**config.mk**
```make
export PLATFORM = sky130hd
export DESIGN_NAME = maxpool_scheduler
export DESIGN_NICKNAME = d
export VERILOG_FILES = /design/src/rtl/mnist_pkg.sv /design/src/rtl/maxpool_scheduler_arb.sv /design/src/rtl/maxpool_scheduler.sv
export SDC_FILE = /design/constraint.sdc
export NUM_CORES = 1
export LEC_CHECK = 0
export CAP_MARGIN = 20
export CELL_PAD_IN_SITES_DETAIL_PLACEMENT = 0
export CELL_PAD_IN_SITES_GLOBAL_PLACEMENT = 1
export CORE_AREA = 2 2 97 99
export DETAILED_ROUTE_END_ITERATION = 12
export DIE_AREA = 0 0 99 101
export PLACE_DENSITY = 0.58
export REMOVE_ABC_BUFFERS = 1
export SETUP_SLACK_MARGIN = 0.1
export SLEW_MARGIN = 20
export SYNTH_ARGS = -nofsm -noshare
export SYNTH_HDL_FRONTEND = slang
export SYNTH_HIERARCHICAL = 1
export SYNTH_SLANG_ARGS = --single-unit
```
**constraint.sdc**
```tcl
create_clock -name clk -period 5.16 [get_ports clk]
set_input_delay 1.032 -clock clk [delete_from_list [all_inputs] [get_ports clk]]
set_output_delay 1.032 -clock clk [all_outputs]
set_load 0.05 [all_outputs]
```
**src/rtl/mnist_pkg.sv**
```systemverilog
// Shared types and sizing helpers for the maxpool scheduler slice of the mnist_nn datapath.
package mnist_pkg;

    typedef enum logic [2:0] {
        IDLE   = 3'd0,
        CLEAR  = 3'd1,
        STREAM = 3'd2,
        DRAIN  = 3'd3,
        DONE   = 3'd4
    } sched_state_e;

    // 2x2 window, stride 2: odd trailing row/column is discarded.
    function automatic int n_out(input int img_w, input int img_h);
        return (img_w / 2) * (img_h / 2);
    endfunction

    function automatic int ch_width(input int n_ch);
        return (n_ch > 1) ? $clog2(n_ch) : 1;
    endfunction

    // One spare bit so the result counter can hold N_OUT itself.
    function automatic int oa_width(input int img_w, input int img_h);
        return $clog2(n_out(img_w, img_h)) + 1;
    endfunction

endpackage

```
**src/rtl/maxpool_scheduler_arb.sv**
```systemverilog
// Combinational round-robin arbiter: first request strictly after the last-grant pointer wins.
module rr_arbiter
    import mnist_pkg::*;
#(
    parameter int N_CH = 4,
    localparam int CH_W = ch_width(N_CH)
) (
    input  logic [N_CH-1:0] i_req,
    input  logic [CH_W-1:0] i_last,
    output logic [N_CH-1:0] o_gnt,
    output logic [CH_W-1:0] o_gnt_idx,
    output logic            o_any
);

    logic [CH_W-1:0] w_pos;

    always_comb begin
        o_gnt     = '0;
        o_gnt_idx = '0;
        o_any     = 1'b0;
        w_pos     = '0;
        // Scan N_CH positions starting one past i_last; i_last itself is visited last.
        for (int k = 1; k <= N_CH; k++) begin
            w_pos = CH_W'((int'(i_last) + k) % N_CH);
            if (!o_any && i_req[w_pos]) begin
                o_any         = 1'b1;
                o_gnt[w_pos]  = 1'b1;
                o_gnt_idx     = w_pos;
            end
        end
    end

endmodule

```
**src/rtl/maxpool_scheduler.sv**
```systemverilog
// Time-shares one max-pooling engine across N_CH feature-map channels, round-robin per map.
// Optional MAXPOOL_SCHED_PERF_EN adds busy_cycles / maps_done statistics ports.
module maxpool_scheduler
    import mnist_pkg::*;
#(
    parameter int N_CH          = 4,
    parameter int IMG_W         = 5,
    parameter int IMG_H         = 5,
    parameter int DRAIN_TIMEOUT = 64,
    localparam int CH_W = ch_width(N_CH),
    localparam int IA_W = $clog2(IMG_W * IMG_H),
    localparam int OA_W = oa_width(IMG_W, IMG_H)
) (
    input  logic            clk,
    input  logic            rst,
    input  logic [N_CH-1:0] req,
    output logic [N_CH-1:0] done,
    output logic            rd_en,
    output logic [CH_W-1:0] rd_ch,
    output logic [IA_W-1:0] rd_addr,
    input  logic            rd_data,
    output logic            pool_clr,
    output logic            pool_valid_in,
    output logic            pool_pixel_in,
    input  logic            pool_valid_out,
    input  logic            pool_out,
    output logic            wr_en,
    output logic [CH_W-1:0] wr_ch,
    output logic [OA_W-1:0] wr_addr,
    output logic            wr_data,
`ifdef MAXPOOL_SCHED_PERF_EN
    output logic [31:0]     busy_cycles,
    output logic [15:0]     maps_done,
`endif
    output logic            timeout_err
);

    localparam int              N_OUT     = n_out(IMG_W, IMG_H);
    localparam int              DT_W      = $clog2(DRAIN_TIMEOUT + 1);
    localparam logic [IA_W-1:0] LAST_ADDR = IA_W'(IMG_W * IMG_H - 1);
    localparam logic [OA_W-1:0] N_OUT_C   = OA_W'(N_OUT);
    localparam logic [DT_W-1:0] DT_LAST   = DT_W'(DRAIN_TIMEOUT - 1);
    localparam logic [CH_W-1:0] PTR_RST   = CH_W'(N_CH - 1);

    sched_state_e    r_state, w_next;
    logic [CH_W-1:0] r_rr, r_cur_ch, w_gnt_idx;
    logic [N_CH-1:0] r_cur_oh, w_gnt;
    logic            w_any;
    logic [IA_W-1:0] r_addr;
    logic            r_vld;
    logic [OA_W-1:0] r_out_cnt;
    logic [DT_W-1:0] r_drain_cnt;
    logic            r_timeout;
    logic            w_capture, w_full, w_expire;

    rr_arbiter #(.N_CH(N_CH)) u_arb (
        .i_req     (req),
        .i_last    (r_rr),
        .o_gnt     (w_gnt),
        .o_gnt_idx (w_gnt_idx),
        .o_any     (w_any)
    );

    assign w_full    = (r_out_cnt == N_OUT_C);
    assign w_expire  = (r_drain_cnt == DT_LAST);
    // Engine results are only trusted while a map is in flight and room remains.
    assign w_capture = ((r_state == STREAM) || (r_state == DRAIN)) && pool_valid_out
                       && (r_out_cnt < N_OUT_C);

    always_comb begin
        w_next = r_state;
        case (r_state)
            IDLE:    if (w_any) w_next = CLEAR;
            CLEAR:   w_next = STREAM;
            STREAM:  if (r_addr == LAST_ADDR) w_next = DRAIN;
            DRAIN:   if (w_full || w_expire) w_next = DONE;
            DONE:    w_next = IDLE;
            default: w_next = IDLE;
        endcase
    end

    always_ff @(posedge clk or posedge rst) begin
        if (rst) begin
            r_state     <= IDLE;
            r_rr        <= PTR_RST;
            r_cur_ch    <= '0;
            r_cur_oh    <= '0;
            r_addr      <= '0;
            r_vld       <= 1'b0;
            r_out_cnt   <= '0;
            r_drain_cnt <= '0;
            r_timeout   <= 1'b0;
        end else begin
            r_state <= w_next;
            r_vld   <= (r_state == STREAM);
            case (r_state)
                IDLE: begin
                    if (w_any) begin
                        r_cur_ch    <= w_gnt_idx;
                        r_cur_oh    <= w_gnt;
                        r_addr      <= '0;
                        r_out_cnt   <= '0;
                        r_drain_cnt <= '0;
                    end
                end
                CLEAR:  r_rr <= r_cur_ch;
                STREAM: r_addr <= (r_addr == LAST_ADDR) ? '0 : r_addr + 1'b1;
                DRAIN: begin
                    r_drain_cnt <= r_drain_cnt + 1'b1;
                    if (!w_full && w_expire) r_timeout <= 1'b1;
                end
                default: ;
            endcase
            if (w_capture) r_out_cnt <= r_out_cnt + 1'b1;
        end
    end

    // All outputs decode from reset-cleared state, so rst forces them low immediately.
    always_comb begin
        rd_en         = (r_state == STREAM);
        rd_ch         = rd_en ? r_cur_ch : '0;
        rd_addr       = rd_en ? r_addr : '0;
        pool_clr      = (r_state == CLEAR);
        pool_valid_in = r_vld;
        pool_pixel_in = r_vld & rd_data;
        wr_en         = w_capture;
        wr_ch         = w_capture ? r_cur_ch : '0;
        wr_addr       = w_capture ? r_out_cnt : '0;
        wr_data       = w_capture & pool_out;
        done          = (r_state == DONE) ? r_cur_oh : '0;
        timeout_err   = r_timeout;
    end

`ifdef MAXPOOL_SCHED_PERF_EN
    always_ff @(posedge clk or posedge rst) begin
        if (rst) begin
            busy_cycles <= '0;
            maps_done   <= '0;
        end else begin
            if ((r_state != IDLE) && (busy_cycles != '1)) busy_cycles <= busy_cycles + 1'b1;
            if (r_state == DONE) maps_done <= maps_done + 1'b1;
        end
    end
`else
    // Statistics build option off: no counters are kept.
`endif

endmodule

```
==> results.cfg, run 1 <==
[logic_synthesis]
top_flip_flop_cell_by_instance_count_after_synthesis = dfrtp_1
post_synth_xor_area_fraction = 0.0121
synth_area_leader_cell = dfrtp_1
synth-simple-area-share = 0.266
mappedNetlistArea_mm2 = 0.00217
synth_top_family_by_area = simple AND/OR/NAND/NOR gates
synth_area_in_compound_gates = 0.149
yosysUniqueCellTypes = 56
synth-seq-area-share = 0.324
synth.mux.area_fraction = 0.0882
number_of_standard_cells_after_synthesis = 230
synth_largest_type_area_fraction = 0.300
synthAdderAreaFrac = 0.0750
avg_cell_area_syn_um2 = 9.43
synth_warnings = 6
postSynth.asyncResetShare = 1.00
synth_top_cells_by_area = dfrtp_1, ha_1, nand2_1
synth-edff-count = 0
synthesis_stage_register_bit_count = 28

[cts]
tritoncts = built
h-tree-depth = 1
clkTransAtPathRegs_ps = 100
cts.repair_timing.setup_buffer_count = 0
clk_root_buffer_cell = clkbuf_8
clock-sinks = 28
cts_made_buffers = 3
cts_repair_resize_count = 0
later_pin_clock_latency_in_the_skew_report_ps = 270
max-clock-path-buffers = 2
cts-hold-fix-buffers = 0

[hold_path]
hold_path_startpoint = r_cur_oh[3]$_DFFE_PP0P_
hold-path-endpoint = r_cur_oh[3]$_DFFE_PP0P_
min_path_type = register to register
instance_count_along_the_most_critical_hold_path = 2

[global_routing]
grt_pass1_vias = 1666
grt_first_pass_wirelength_um = 8330
antenna_violations_before_repair = 0
globalRouteOverflowTotal = 0
maximum_number_of_pins_on_one_net_before_global_route_repair = 29
track_usage = 0.0990

[sta]
min_period_ps = 3860
slew_violations = 0
finalSetupViolCount = 0
rsz0062_at_grt = no
timing.clock.skew_ps = 3.13
hold-worst-slack_ps = 480
max_slew_margin = 0.496
setup_tns_ps = 0
fmaxAchievable_mhz = 259
hold_viol = 0
tightest_slew_ps = 753
finalCritPeriodShare = 0.748

[drt]
drt.antenna.violating_nets = 0
via_count = 1730
route.final.wire_length_um = 4900
avgViaCountPerCell = 4.82
detail_route.iter0.violations = 72
drc = 0
dr_pass1_iterations = 4
wl_per_cell_um = 13.7

[setup_path]
setup.worst_path.end_class = output pin
reg2regPathDepth = 8
crit_path_start_kind = input pin
cp.required_ps = 4130
r2r-end = r_cur_oh[1]$_DFFE_PP0P_
worst_reg_to_reg_setup_slack_ps = 2300
worst-endpoint-arrival_ps = 2830
regToRegStartpoint = r_rr[0]$_DFFE_PP1P_
crit_path_max_fanout = 10
timing_worst_setup_path_type = input pin to output pin

[cells_and_area]
layout.area.seq_um2 = 703
most-common-layout-cells = nand2_1, clkdlybuf4s50_1, dfrtp_1, inv_1, and2_1
nets = 271
number_of_fill_cells_in_the_layout = 943
drive_gt1_frac = 0.0927
utilization = 0.282
antennaDiodeCount = 0
area_growth_syn_to_layout_pct = 16.7
area_used_by_multi_input_combinational_logic_mm2 = 0.00128

[floorplanning]
floorplan.core_area_mm2 = 0.00898
die_y_um = 101
ports_placed_on_the_boundary = 32
dieArea_mm2 = 0.0100
std_cell_rows = 35
die_width_um = 99
initial_core_util = 0.242

[place]
hpwl_um = 3500
gp_congestion = 0.861
io_buffer_count = 30

[power_and_ir_drop]
design_power_total_w = 0.00140
p_per_area_mw_per_mm2 = 552
vdd_ir_drop_max_v = 0.000214
cellLeakagePower_nw = 1.12

[job]
max_cap_viol_count = 0

[status]
run_status = complete, no violations
[flip-flops by register name (all words and copies together) (netlist names)]
name / count
timeout_err: 1
r_rr: 2
r_state: 3
pool_valid_in: 1
r_out_cnt: 3
r_cur_oh: 4
r_addr: 5
r_drain_cnt: 7
r_cur_ch: 2
[kinds of logic after synthesis]
| family | after synthesis |
|---|---|
| AOI/OAI and AO/OA | 42 |
| xor gates and xnor gates | 3 |
| adders and majority gates | 13 |
| buffers and inverters | 31 |
| DFF | 28 |
| muxes | 16 |
| other | 1 |
| and+or+nand+nor | 96 |
[metrics by stage]
step	cells	setup slack [ps]	cell area [um2]
after floorplan	213	1970	2040
after global placement	355	1280	2490
after detailed placement	355	1270	2490
after CTS	359	1270	2530
after global routing	359	1200	2530
final	359	1300	2530
[worst max path at each step]
stage                                 startpoint         end
after floorplan           r_state[1]$_DFFE_PP0P_  rd_addr[0]
after global placement            pool_valid_out    wr_ch[0]
after detailed placement          pool_valid_out    wr_ch[0]
after CTS                         pool_valid_out    wr_ch[0]
after global routing              pool_valid_out    wr_ch[0]
final                             pool_valid_out     wr_data
[synthesized netlist by cell type, types with 2 or more instances]
library cell	count
nand2_1	30
dfrtp_1	26
and2_1	14
inv_1	14
ha_1	13
mux2i_1	9
nand4_1	8
nor2_1	8
a31oi_1	6
buf_6	6
a21oi_1	5
a22o_1	5
and3_1	5
mux2_2	5
nand3_1	5
a2111o_1	4
buf_2	4
buf_4	4
nand2b_1	4
o31ai_1	4
or3_1	4
a211oi_1	3
clkbuf_1	3
o21ai_0	3
o2bb2ai_1	3
dfstp_2	2
mux4_2	2
nor3b_2	2
xor2_1	2
[layout make-up]
type / count / area share
clock buffers: 4 / 0.0178
inverters: 14 / 0.0208
multi-input cells: 171 / 0.507
flip-flops and latches: 28 / 0.278
well taps: 111 / 0.0548
repair buffers: 31 / 0.122
[power by group]
part / internal [W] / leakage [nW] / switching (W)
clock: 0.0000553 / 0.0228 / 0.0000679
sequential: 0.000300 / 0.365 / 0.000132
combinational: 0.000337 / 0.731 / 0.000506
total: 0.000693 / 1.12 / 0.000706
[per-layer routing]
layer	share of wire	vias to the layer above	GRT usage
met5	0	-	0
met4	0.0031	0	0.0158
met3	0.030	2	0.00971
met2	0.48	39	0.169
met1	0.49	826	0.138
li1	-	863	-
[critical path, cell delays in order]
cell and delay, ps:
clkdlybuf4s50_1 480, and4bb_2 360, and2_1 160, clkdlybuf4s50_1 790
Note: power is estimated with default switching activity, not from simulation.
==> run 2: changes to the inputs <==
PLACE_DENSITY = 0.6   (was 0.58)
clock period = 3.4 ns   (was 5.16 ns; I/O delays follow)
==> run 2 against run 1 <==
Global-route usage rose by 0.46 points. Critical path depth fell by 1. Non-clock buffer count rose by 6. Cell area rose by 2.1%. Utilization rose by 0.60 points. Sequential share of layout area fell by 0.58 points. Register-to-register slack got worse by 1700 ps. Routed wire length rose by 3.6%. Worst setup slack got worse by 970 ps. Via count rose by 4.2%. Critical endpoint is now rd_addr[0]. Largest power group unchanged. Highest routed layer unchanged.
==> results.cfg, run 2 (synthesis gave the netlist of run 1 again) <==
[sta]
min_period_ps = 3070
setup_tns_ps = 0
hold_viol = 0
timing.clock.skew_ps = 2.49
slew_violations = 0
fmaxAchievable_mhz = 326
finalSetupViolCount = 0
max_slew_margin = 0.612
hold-worst-slack_ps = 484
tightest_slew_ps = 566
finalCritPeriodShare = 0.902
rsz0062_at_grt = no

[drt]
detail_route.iter0.violations = 76
drt.antenna.violating_nets = 0
via_count = 1802
wl_per_cell_um = 13.9
avgViaCountPerCell = 4.94
dr_pass1_iterations = 4
route.final.wire_length_um = 5080
drc = 0

[cells_and_area]
area_growth_syn_to_layout_pct = 19.2
drive_gt1_frac = 0.146
antennaDiodeCount = 0
number_of_fill_cells_in_the_layout = 946
most-common-layout-cells = nand2_1, dfrtp_1, clkdlybuf4s50_1
max_flop_register = r_drain_cnt
leading_cell_type_in_the_layout_fill_and_taps_excluded = nand2_1
stdcell_area_mm2 = 0.00259
largest_reg_flops = 7
top_regs = r_drain_cnt x7, r_addr x5, r_cur_oh x4
utilization = 0.288
nets = 277

[global_routing]
grt_pass1_vias = 1703
globalRouteOverflowTotal = 0
grt_first_pass_wirelength_um = 8530
track_usage = 0.104
maximum_number_of_pins_on_one_net_before_global_route_repair = 29
antenna_violations_before_repair = 0

[setup_path]
crit_path_max_fanout = 10
worst_reg_to_reg_setup_slack_ps = 610
worst-endpoint-arrival_ps = 2390
setup.worst_path.end_class = output pin
crit_path_start_kind = register
cp.required_ps = 2720
worst_path_max_delay_cell = clkdlybuf4s50_1
r2r-end = r_cur_oh[3]$_DFFE_PP0P_
cp_cell_sequence = nor3b_2 > and2_1 > clkdlybuf4s50_1
timing_worst_setup_path_type = register to output pin
slowest_delay_ps = 810
reg2regPathDepth = 8
regToRegStartpoint = r_rr[1]$_DFFE_PP1P_

[hold_path]
hold-path-endpoint = r_cur_oh[0]$_DFFE_PP0P_
hold_path_startpoint = r_cur_oh[0]$_DFFE_PP0P_
instance_count_along_the_most_critical_hold_path = 2
min_path_type = register to register

[place]
placed_cell_area_mm2 = 0.00251
gp_congestion = 0.863
io_buffer_count = 30
hpwl_um = 3660

[floorplanning]
ports_placed_on_the_boundary = 32
floorplan.core_area_mm2 = 0.00898
initial_core_util = 0.242
dieArea_mm2 = 0.0100
die_y_um = 101
die_width_um = 99
std_cell_rows = 35

[power_and_ir_drop]
p_per_area_mw_per_mm2 = 877
vdd_ir_drop_max_v = 0.000300
cellLeakagePower_nw = 1.18

[cts]
cts_repair_resize_count = 0
cts.repair_timing.setup_buffer_count = 0
max-clock-path-buffers = 2
cts_made_buffers = 3
tritoncts = built
clock-sinks = 28
h-tree-depth = 1
later_pin_clock_latency_in_the_skew_report_ps = 280
cts-hold-fix-buffers = 0
clkTransAtPathRegs_ps = 100
clk_root_buffer_cell = clkbuf_8

[status]
run_status = complete, no violations

[job]
max_cap_viol_count = 0
## run 2: cell types whose count changed in the layout (fill, tap and decap cells not counted)
| cell | before | now |
|---|---|---|
| clkbuf_1 | 1 | 0 |
| buf_4 | 1 | 14 |
| clkdlybuf4s50_1 | 30 | 23 |
| bufinv_16 | 0 | 1 |
## run 2: area by class of cell
type | instances | area (um2) | share of cell area
clock buffers | 3 | 41.3 | 0.0160
well taps | 111 | 139 | 0.0537
flip-flops and latches | 28 | 703 | 0.272
inverters | 14 | 52.6 | 0.0203
repair buffers | 37 | 335 | 0.130
multi-input cells | 171 | 1280 | 0.497
clock inverters | 1 | 30.0 | 0.0116
## run 2: per-stage QoR
step	setup slack [ps]	cells	power [W]
after CTS	273	365	0.00229
after global routing	126	365	0.00246
after global placement	583	361	0.00203
final	333	365	0.00227
after floorplan	566	213	0.00157
after detailed placement	571	361	0.00202
## run 2: worst max path at each step
stage	to	slack (ps)	startpoint	cells after the start
floorplan	rd_addr[0]	570	r_state[1]$_DFFE_PP0P_	2
global placement	r_cur_oh[3]$_DFFE_PP0P_	580	req[0]	7
detailed placement	r_cur_oh[3]$_DFFE_PP0P_	570	req[0]	7
CTS	rd_addr[2]	270	r_state[0]$_DFFE_PP0P_	3
global route	rd_addr[0]	130	r_state[0]$_DFFE_PP0P_	3
finish	rd_addr[0]	330	r_state[0]$_DFFE_PP0P_	3
## run 2: power by group
part | internal (W) | leakage, nW | switching (W)
logic | 0.000553 | 0.775 | 0.000871
registers | 0.000455 | 0.365 | 0.000123
clock network | 0.000158 | 0.0357 | 0.000108
## run 2: metal layers
metal	global-route usage	wire, um
met1	0.137	2350
met5	0	0
met3	0.0146	153
met4	0.0253	31
met2	0.178	2550
## run 2: critical path, delay by kind of cell (launching register included)
kind | cells | cell delay, ps
buffers and inverters | 1 | 810
flip-flops | 1 | 530
AND/OR/NAND/NOR | 2 | 760
==> run 3: changes to the inputs <==
MAX_ROUTING_LAYER = met4   (was not set)
==> run 3 against run 2 <==
Clock skew increased by 7.9 ps. Worst hold slack worse by 11 ps. Clock power about the same. Flip-flop and latch count is the same. Non-clock buffer count up 1. Cell area grew 0.29%. Worst setup slack improved by 32 ps. Critical endpoint is now rd_addr[1]. Largest power group unchanged.
==> results.cfg, run 3 (synthesis gave the netlist of run 1 again) <==
[global_routing]
antenna_violations_before_repair = 0
maximum_number_of_pins_on_one_net_before_global_route_repair = 29
grt_first_pass_wirelength_um = 8420
globalRouteOverflowTotal = 0
grt_pass1_vias = 1701
track_usage = 0.104

[drt]
detail_route.iter0.violations = 40
met3_length_um = 132
avgViaCountPerCell = 4.72
via_count = 1728
route.final.wire_length_um = 4970
drc = 0
drt.antenna.violating_nets = 0
wl_per_cell_um = 13.6
dr_pass1_iterations = 4
route.met2.wl_um = 2380
highest-signal-layer = met4
wirelength_met1_um = 2440

[sta]
slew_violations = 0
finalSetupViolCount = 0
finalCritPeriodShare = 0.893
max_slew_margin = 0.609
min_period_ps = 3040
setup_tns_ps = 0
timing.clock.skew_ps = 10.4
fmaxAchievable_mhz = 329
rsz0062_at_grt = no
hold_viol = 0
tightest_slew_ps = 571
hold-worst-slack_ps = 473

[cells_and_area]
max_flop_register = r_drain_cnt
utilization = 0.289
drive_gt1_frac = 0.149
top_regs = r_drain_cnt x7, r_addr x5, r_cur_oh x4
number_of_fill_cells_in_the_layout = 962
largest_reg_flops = 7
antennaDiodeCount = 0
area_growth_syn_to_layout_pct = 19.6
most-common-layout-cells = nand2_1, dfrtp_1, clkdlybuf4s50_1, buf_4
leading_cell_type_in_the_layout_fill_and_taps_excluded = nand2_1
nets = 278

[floorplanning]
die_y_um = 101
dieArea_mm2 = 0.0100
floorplan.core_area_mm2 = 0.00898
initial_core_util = 0.242
die_width_um = 99
std_cell_rows = 35
ports_placed_on_the_boundary = 32

[cts]
clock-sinks = 28
cts.repair_timing.setup_buffer_count = 0
cts_repair_resize_count = 0
cts_made_buffers = 3
max-clock-path-buffers = 2
h-tree-depth = 1
later_pin_clock_latency_in_the_skew_report_ps = 280
tritoncts = built
clkTransAtPathRegs_ps = 100
clk_root_buffer_cell = clkbuf_8
cts-hold-fix-buffers = 0

[power_and_ir_drop]
design_power_total_w = 0.00225
cellLeakagePower_nw = 1.18
p_per_area_mw_per_mm2 = 869
vdd_ir_drop_max_v = 0.000330

[job]
max_cap_viol_count = 0

[hold_path]
min_path_type = register to register

[status]
run_status = complete, no violations

[setup_path]
worst-endpoint-arrival_ps = 2360
cp.required_ps = 2720
crit_path_max_fanout = 10
timing_worst_setup_path_type = register to output pin
crit_path_start_kind = register
setup.worst_path.end_class = output pin

[place]
gp_congestion = 0.874
io_buffer_count = 30
hpwl_um = 3670
[run 3: cell count changes in the layout (fill, tap and decap cells not counted), sizes merged]
| cell | previous run | this run |
|---|---|---|
| buf | 14 | 15 |
[run 3: area by class of cell]
| class | count | area [um2] | area share |
|---|---|---|---|
| multi-input combinational | 171 | 1280 | 0.495 |
| sequential | 28 | 703 | 0.271 |
| timing repair buffer | 38 | 343 | 0.132 |
| tap | 111 | 139 | 0.0535 |
| inverter | 14 | 52.6 | 0.0203 |
| clock buffer | 3 | 41.3 | 0.0159 |
| clock inverter | 1 | 30.0 | 0.0116 |
[run 3: report_power, final]
group	leakage, nW	internal (W)	switching (W)
Clock	0.0357	0.000158	0.000107
Combinational	0.780	0.000552	0.000861
Sequential	0.365	0.000455	0.000121
[run 3: metal layers]
metal / vias up / GRT usage
met3: 2 / 0.0132
met5: - / -
met1: 832 / 0.138
li1: 876 / -
met2: 18 / 0.169
met4: 0 / 0.0263
[run 3: critical path, stage by stage (launching register included)]
cell and delay [ps]:
dfrtp_1 530, nor3b_2 540, and2_1 210, clkdlybuf4s50_1 800
[run 3: stage by stage]
stage	instances	setup WS, ps	area, um2
4_1_cts	366	291	2590
6_report	366	365	2590
3_3_place_gp	362	602	2520
5_1_grt	366	139	2590
3_5_place_dp	362	579	2520
2_1_floorplan	213	566	2040
[run 3: final timing paths]
kind | slack (ps) | startpoint | cells after the start | endpoint
worst max-delay path | 360 | r_state[0]$_DFFE_PP0P_ | 3 | rd_addr[1]
worst max register to register | 660 | r_rr[1]$_DFFE_PP1P_ | 8 | r_cur_oh[1]$_DFFE_PP0P_
max in group asynchronous | 2330 | rst | 3 | r_rr[0]$_DFFE_PP1P_
worst min register to register | 470 | r_drain_cnt[5]$_DFFE_PP0P_ | 1 | r_drain_cnt[5]$_DFFE_PP0P_
worst min-delay path | 470 | r_drain_cnt[5]$_DFFE_PP0P_ | 1 | r_drain_cnt[5]$_DFFE_PP0P_
min in group asynchronous | 760 | rst | 3 | r_addr[1]$_DFFE_PP0P_
